File: config.mk
export PLATFORM = sky130hd
export DESIGN_NAME = potato1_datapath
export DESIGN_NICKNAME = d
export VERILOG_FILES = /design/src/rtl/potato1_datapath.sv
export SDC_FILE = /design/constraint.sdc
export NUM_CORES = 1
export LEC_CHECK = 0
export ABC_AREA = 1
export CORE_UTILIZATION = 67
export CTS_CLUSTER_DIAMETER = 150
export DETAILED_ROUTE_END_ITERATION = 10
export HOLD_SLACK_MARGIN = 0.08
export PLACE_DENSITY_LB_ADDON = 0.08
export SETUP_SLACK_MARGIN = 0.15
export SLEW_MARGIN = 15
export SYNTH_ARGS = -nofsm -noshare
export SYNTH_HDL_FRONTEND = slang
export SYNTH_SLANG_ARGS = --single-unit
export TNS_END_PERCENT = 100
File: constraint.sdc
create_clock -name Clock -period 17.9 [get_ports Clock]
set_input_delay 4.475 -clock Clock [delete_from_list [all_inputs] [get_ports Clock]]
set_output_delay 4.475 -clock Clock [all_outputs]
set_load 0.02 [all_outputs]
File: src/rtl/potato1_datapath.sv
// potato1_datapath: execution-side partner of the Potato1 controller.
// Holds program memory, PC, tape pointer X and the tape. It executes the
// 8-bit command word, runs the PUT/GET byte handshakes and accepts a serially
// loaded program.
// Optional build macro: POTATO1_DP_STEPCOUNT_EN enables the StepCount
// accepted-command counter. When it is undefined, StepCount is tied to zero.
module potato1_datapath #(
   parameter int PC_WIDTH   = 5,
   parameter int X_WIDTH    = 4,
   parameter int DATA_WIDTH = 8
) (
   input  logic                  Clock,
   input  logic                  Reset,
   input  logic [7:0]            Command,
   output logic [3:0]            Instruction,
   output logic                  ZeroFlag,
   output logic                  IOWait,
   output logic [DATA_WIDTH-1:0] OutData,
   output logic                  OutValid,
   input  logic                  OutReady,
   input  logic [DATA_WIDTH-1:0] InData,
   input  logic                  InValid,
   output logic                  InReady,
   input  logic                  LoadEn,
   input  logic                  LoadValid,
   input  logic [3:0]            LoadNibble,
   output logic [15:0]           StepCount
);

   localparam int unsigned PROG_DEPTH = 2 ** PC_WIDTH;
   localparam int unsigned TAPE_DEPTH = 2 ** X_WIDTH;

   localparam logic [PC_WIDTH-1:0]   PC_ONE   = PC_WIDTH'(1);
   localparam logic [X_WIDTH-1:0]    X_ONE    = X_WIDTH'(1);
   localparam logic [DATA_WIDTH-1:0] CELL_ONE = DATA_WIDTH'(1);
   localparam logic [3:0]            HALT     = 4'b1111;

   typedef enum logic [1:0] {
      RUN,
      PUT_WAIT,
      GET_WAIT,
      RELEASE
   } state_t;

   state_t                state;
   logic [PC_WIDTH-1:0]   pc;
   logic [X_WIDTH-1:0]    x;
   logic [PC_WIDTH-1:0]   load_addr;
   logic [X_WIDTH-1:0]    target;
   logic [3:0]            prog [PROG_DEPTH];
   logic [DATA_WIDTH-1:0] tape [TAPE_DEPTH];

   logic [PC_WIDTH-1:0]   pc_next;
   logic [X_WIDTH-1:0]    x_next;
   logic [DATA_WIDTH-1:0] cell_cur;
   logic [DATA_WIDTH-1:0] cell_next;
   logic                  zero_run;
   logic                  zero_get;

   // Next PC/X/cell values for a RUN command; paired INC+DEC cancel out.
   always_comb begin
      cell_cur = tape[x];

      pc_next = pc;
      case (Command[1:0])
         2'b01:   pc_next = pc + PC_ONE;
         2'b10:   pc_next = pc - PC_ONE;
         default: pc_next = pc;
      endcase

      x_next = x;
      case (Command[3:2])
         2'b01:   x_next = x + X_ONE;
         2'b10:   x_next = x - X_ONE;
         default: x_next = x;
      endcase

      cell_next = cell_cur;
      case (Command[5:4])
         2'b01:   cell_next = cell_cur + CELL_ONE;
         2'b10:   cell_next = cell_cur - CELL_ONE;
         default: cell_next = cell_cur;
      endcase

      // The cell written this edge is not yet visible in tape[], so forward it
      // when X does not move.
      zero_run = (x_next == x) ? (cell_next == '0) : (tape[x_next] == '0);
      // The GET byte lands in the target cell, which may be the current cell.
      zero_get = (target == x) ? (InData == '0) : (cell_cur == '0);
   end

   // Program memory: written only in load mode and never reset.
   always_ff @(posedge Clock) begin
      if (LoadEn && LoadValid) begin
         prog[load_addr] <= LoadNibble;
      end
   end

   // Control FSM with registered outputs, tape and pointer state.
   always_ff @(posedge Clock or posedge Reset) begin
      if (Reset) begin
         state       <= RUN;
         pc          <= '0;
         x           <= '0;
         load_addr   <= '0;
         target      <= '0;
         for (int unsigned i = 0; i < TAPE_DEPTH; i++) begin
            tape[X_WIDTH'(i)] <= '0;
         end
         Instruction <= HALT;
         ZeroFlag    <= 1'b1;
         IOWait      <= 1'b0;
         OutValid    <= 1'b0;
         OutData     <= '0;
         InReady     <= 1'b0;
      end else if (LoadEn) begin
         state       <= RUN;
         pc          <= '0;
         OutValid    <= 1'b0;
         InReady     <= 1'b0;
         IOWait      <= 1'b0;
         Instruction <= HALT;
         ZeroFlag    <= (cell_cur == '0);
         if (LoadValid) begin
            load_addr <= load_addr + PC_ONE;
         end
      end else begin
         load_addr <= '0;
         case (state)
            RUN: begin
               pc          <= pc_next;
               x           <= x_next;
               tape[x]     <= cell_next;
               Instruction <= prog[pc_next];
               ZeroFlag    <= zero_run;
               if (Command[6]) begin
                  // OutData takes the cell as it was before this command's A step.
                  OutData  <= cell_cur;
                  OutValid <= 1'b1;
                  IOWait   <= 1'b1;
                  state    <= PUT_WAIT;
               end else if (Command[7]) begin
                  target   <= x;
                  InReady  <= 1'b1;
                  IOWait   <= 1'b1;
                  state    <= GET_WAIT;
               end
            end
            PUT_WAIT: begin
               Instruction <= prog[pc];
               ZeroFlag    <= (cell_cur == '0);
               if (OutValid && OutReady) begin
                  OutValid <= 1'b0;
                  IOWait   <= 1'b0;
                  state    <= RELEASE;
               end
            end
            GET_WAIT: begin
               Instruction <= prog[pc];
               ZeroFlag    <= (cell_cur == '0);
               if (InValid) begin
                  tape[target] <= InData;
                  ZeroFlag     <= zero_get;
                  InReady      <= 1'b0;
                  IOWait       <= 1'b0;
                  state        <= RELEASE;
               end
            end
            RELEASE: begin
               Instruction <= prog[pc];
               ZeroFlag    <= (cell_cur == '0);
               state       <= RUN;
            end
            default: begin
               state <= RUN;
            end
         endcase
      end
   end

`ifdef POTATO1_DP_STEPCOUNT_EN
   logic [15:0] step_cnt;

   // Count nonzero commands accepted in RUN; load mode clears the count.
   always_ff @(posedge Clock or posedge Reset) begin
      if (Reset) begin
         step_cnt <= '0;
      end else if (LoadEn) begin
         step_cnt <= '0;
      end else if ((state == RUN) && (Command != '0)) begin
         step_cnt <= step_cnt + 16'd1;
      end
   end

   assign StepCount = step_cnt;
`else
   assign StepCount = '0;
`endif

endmodule
Word level (Yosys, flattened, before mapping). Memories as Yosys holds them, arrays and structs flattened. Index checks and enable logic that the tools add are counted.

Add/subtract/negate cells: 7. Magnitude comparators: 5. Equal/unequal tests: 19. Multiplexer cells: 48. Bitwise logic cells: 5. Reductions and logical operators: 24.

Operator list (number): 128-bit bitwise mux (2); 128-bit case mux with 2 select lines (1); 128-bit 2-to-1 mux (1); 8-bit binary-select mux with 4-bit select (2); 8-bit demux with 4-bit select (2); 8-bit 2-to-1 mux (6); 8-bit logical NOT (4); 5-bit 2-to-1 mux (4); 4-bit case mux with 2 select lines (2); 8-bit case mux with 2 select lines (1); 5-bit >= comparator, second input constant (3); 1-bit 2-to-1 mux (15); 3-bit != test, second input constant (5); 4-bit NOT with 5-bit output (3); 3-bit AND reduction (4); 4-bit AND reduction (3); 5-bit by 1-bit adder with 5-bit output, second input constant (2); 2-bit equality test, second input constant (5); 5-bit by 1-bit less-than comparator with 1-bit output, second input constant (2); 2-bit 2-to-1 mux (5); 5-bit case mux with 2 select lines (1); 8-bit by 1-bit adder with 8-bit output, second input constant (1); 2-bit by 1-bit equality test with 1-bit output, second input constant (4); 4-bit equality test (2); other kinds (20) (28).

Register bits after elaboration: 164. Bits in writable memories: 128. Bits of input ports: 26. Output and inout bits: 32. Word-level logic and storage cells: 136. Memories kept: 1.

Memory list: prog (depth 32, width 4, read ports 2, clocked after memory_dff 0, wr ports 1, RTL line 50) `logic [3:0] prog [PROG_DEPTH];`.

Depth between registers and ports, before layout.
Word-level depth: 10. Depth in mapped cells: 27. Mapped depth without buffers: 25.

Least setup slack after synthesis. No wires, ideal clock.

Kind: input -> register. Start point: in Command[0]. End point: reg Instruction[1]. Library setup time: 0.073 ns. Arrival: 6.562 ns. Slack: 11.265 ns. Stages on the path: 14. Buffers on the path: 1. Cells stage by stage: inv_1 > ha_1 > fa_1 > inv_1 > o21ai_0 > clkbuf_1 > o21ai_0 > o22ai_1 > nand2_1 > nand2_1 > nor2_1 > o21ai_0 > o21ai_0 > a21oi_1.

Cells in the longest elaborated chain, start to end: 5. Elaborated cells on any way between the ends: 6. Those cells by class: eq/ne: 2; mux: 3; memory: 1.

RTL lines: from (decl) (RTL line 14) `input logic [7:0] Command,`; 2-bit equality test or 2-bit by 1-bit equality test with 1-bit output (tied branches) (RTL line 65) `case (Command[1:0])`; 5-bit case mux with 2 select lines * (RTL line 65); memory read 32 x 4 bit *; 4-bit case mux with 2 select lines * (RTL line 129) `case (state)`; 4-bit 2-to-1 mux * (RTL line 116) `end else if (LoadEn) begin`; to (signal assigned) (RTL line 134) `Instruction <= prog[pc_next];`; to (signal assigned) (RTL line 150) `Instruction <= prog[pc];`; to (signal assigned) (RTL line 159) `Instruction <= prog[pc];`; to (decl) (RTL line 15) `output logic [3:0] Instruction,`.

Every way passes the cells marked *; elsewhere a longest branch is shown, timed or not. A chain may end at the register's enable or synchronous reset.

Worst setup path after layout. Same ends and word-level chain as after synthesis.

==> results by group <==
Outcome
  • Status: finished clean

Placement
  • GPL Wtd Cong: 1.05
  • Count of input and output buffers: 41
  • HPWL Detailed: 37600 um

Clock tree
  • Clock tree buffer depth: 3
  • Clk root buf: clkbuf_16
  • Clock transition at path regs: 0.07 ns
  • Hold Buf Count CTS: 0
  • # resized after CTS: 0
  • Post-CTS setup buffers: 0
  • Clock Sinks: 292
  • H-Tree Depth: 1
  • Cts bufs inserted: 30
  • CTS tree: yes
  • Later-pin clock latency in the skew report: 0.58 ns

Synthesis
  • Post-synthesis mux area share: 1.36%
  • Netlist cell types: 50
  • Synth Area in Compound Gates: 19.7%
  • Mapped Area: 0.0169 mm^2
  • Mapped Avg Cell Area: 7.89 um^2
  • Synth Warn #: 0
  • Area share of fa/ha/maj cells after synthesis: 1.99%
  • Yosys reg bits: 292
  • Synth Area in XOR/XNOR: 0.259%
  • Seq/Total Area, Yosys: 47.1%
  • Yosys top cell area share: 23.6%
  • Post-synthesis simple-gate area fraction: 22.2%
  • Post-synth ARST share: 56.2%
  • Largest family of logic cells by synthesized area: simple AND/OR/NAND/NOR gates
  • Synth area leaders: dfrtp_1, edfxtp_1, nand2_1
  • Top FF cell, synth: dfrtp_1
  • Number of synthesized flops with an enable pin: 128
  • Yosys top cell by area: dfrtp_1
  • Post-Synthesis Cells: 2139

Cells and area
  • N_diodes: 0
  • Share of post-route cells with drive strength above 1: 5.62%
  • Area delta synth->final: 8.74%
  • Final net count: 2180
  • Most frequent cells in the layout: nand2_1, nor2_1, o21ai_0
  • Commonest non-fill, non-tap cell in the layout: nand2_1

Worst setup path
  • Startpoint types: input pin
  • Register-to-register setup slack: 12.78 ns
  • Critical-path maximum fanout: 56
  • Critical Path End Type: register
  • Worst R2R End: tape[12]$_DFFE_PP0P_
  • Required time of the critical path: 18.40 ns
  • Register-to-Register Path Depth: 21
  • CP Class: input pin to register
  • Crit path DAT: 8.35 ns
  • R2r startpoint: x[0]$_DFFE_PP0P_

Power
  • Maximum VDD drop: 173 uV
  • Leakage dissipation: 0.00750 uW
  • Pwr per Cell Area: 180 mW/mm^2

Detailed routing
  • Final ANT Viol Nets: 0
  • Vias: 16725
  • Average routed wire per standard cell: 22.9 um
  • DRC errors left: 0
  • Routed vias/inst: 6.75
  • Drt pass-1 iters: 9
  • Initial DRC count: 3234
  • DRT Wirelength: 56700 um

Global routing
  • Congestion Overflow GR: 0
  • Total GRT Usage: 43.8%
  • Initial antenna violation count: 0
  • Vias in the first global route: 15519
  • Largest net degree at the start of global routing: 99
  • First-pass GRT wire length: 87100 um

Worst hold path
  • Hold Path Stages: 2
  • WHS Endpoint: OutData[6]$_DFFE_PP0P_
  • Hold_sp: OutData[6]$_DFFE_PP0P_
  • Worst hold path class: register to register

STA
  • Hold Violations, Final: 0
  • Final Slew Violations: 0
  • RSZ-0062 raised after global routing: no
  • Hold Slack: 0.487 ns
  • Actual slew at the worst max-slew pin: 1.15 ns
  • Tcrit/Tclk final: 43.9%
  • Finish-stage setup viols: 0
  • Final TNS setup: 0 ns
  • Max_slew headroom: 22.9%
  • Maximum achievable frequency: 127 MHz
  • Final Skew: 0.0131 ns
  • Tmin final: 7.85 ns

Floorplanning
  • Die height: 161 um
  • Core area: 0.0245 mm^2
  • I/O pin count: 58
  • Initial Util: 68.8%
  • Die Footprint: 0.0258 mm^2
  • Cell Rows: 57
  • Die X: 161 um

Job
  • Max_cap viols: 0
[area by class of cell]
type,instances,area (um^2)
Tap cell,324,405
Timing Repair Buffer,60,553
Multi-Input combinational cell,1561,7750
Clock buffer,38,801
Fill cell,1857,6170
Sequential cell,292,7960
Clock inverter,17,196
Inverter,184,696
[state kept, by name, indices dropped and copies added (netlist names)]
name,flops
prog,128
tape,128
OutData,8
load_addr,5
pc,5
Instruction,4
target,4
x,4
state,2
IOWait,1
InReady,1
OutValid,1
ZeroFlag,1
[worst max-delay path: stages]
cell and delay, ns:
clkdlybuf4s50_1 0.45, inv_1 0.04, ha_1 0.38, inv_1 0.15, nand2_1 0.06, nand2_1 0.10
buf_4 0.45, clkinv_1 0.79, buf_4 0.54, o21ai_0 0.26, o22ai_1 0.11, nand2_1 0.06
nand2_1 0.08, nor2_1 0.09, o21ai_0 0.10, o21ai_0 0.10, a21oi_1 0.09
[cell families (layout without fill, tap and decap cells)]
logic type      after synthesis  after routing
simple gates                933            933
fa+ha+maj                    25             25
mux                          22             22
compound gates              560            560
other cells                   1             16
buf+inv                     301            299
flops                       292            292
xor+xnor                      5              5
[synth_stat cells (2+ instances only)]
cell and count:
inv_2 11, a21o_1 2, a21oi_1 96, o221ai_1 22, nand2_2 3, a21oi_2 8, buf_2 31, xor2_1 4
buf_4 19, inv_1 165, nand3_1 74, edfxtp_1 128, clkinv_1 8, o32ai_1 9, nand2_1 490, o22ai_1 65
o21ai_0 204, a22oi_1 57, clkbuf_1 63, dfrtp_1 159, fa_1 3, nand4_1 14, o21ai_1 21, o21bai_1 3
mux2_2 7, ha_1 22, or2_2 4, nor3_1 16, a31oi_1 36, nor2_1 305, nor2_2 12, o31ai_1 5
o21a_1 6, dfstp_2 5, buf_1 3, o211ai_1 21, nor4_1 11, mux2i_1 15
[how the worst max path moves through the flow]
stage | start | endpoint | slack, ns | cells past startpoint
2_1_floorplan | Reset | IOWait$_DFFE_PP0P_ | 9.00 | 1
3_3_place_gp | Command[0] | Instruction[3]$_DFF_PP1_ | 9.74 | 17
3_5_place_dp | Command[0] | Instruction[3]$_DFF_PP1_ | 9.63 | 17
4_1_cts | Command[0] | Instruction[3]$_DFF_PP1_ | 10.20 | 17
5_1_grt | Command[0] | Instruction[3]$_DFF_PP1_ | 9.70 | 17
6_report | Command[0] | Instruction[1]$_DFF_PP1_ | 10.05 | 17
[layer usage]
metal,wire [um],vias up,GRT usage [%]
li1,-,7274,-
met1,21500,7723,63.3
met2,23100,1491,60.3
met3,9730,235,15.6
met4,2210,2,16.9
met5,40,-,0
[report_power, final]
group / internal, uW / switching (uW) / total (uW) / leakage, uW
sequential: 863 / 151 / 1010 / 0.00320
clock: 373 / 273 / 646 / 0.000485
combinational: 444 / 1200 / 1650 / 0.00382
[through the flow]
stage | cell area (um^2) | std cells | setup WS (ns) | utilization (%) | total power [uW]
2_1_floorplan | 16900 | 2154 | 9.00 | - | 2020
3_3_place_gp | 17400 | 2421 | 9.74 | 70.7 | 2510
3_5_place_dp | 17400 | 2421 | 9.63 | 70.7 | 2550
4_1_cts | 18400 | 2476 | 10.20 | 74.8 | 3190
5_1_grt | 18400 | 2476 | 9.70 | 74.8 | 3430
6_report | 18400 | 2476 | 10.05 | 74.8 | 3310
Note: power is estimated with default switching activity, not from simulation.
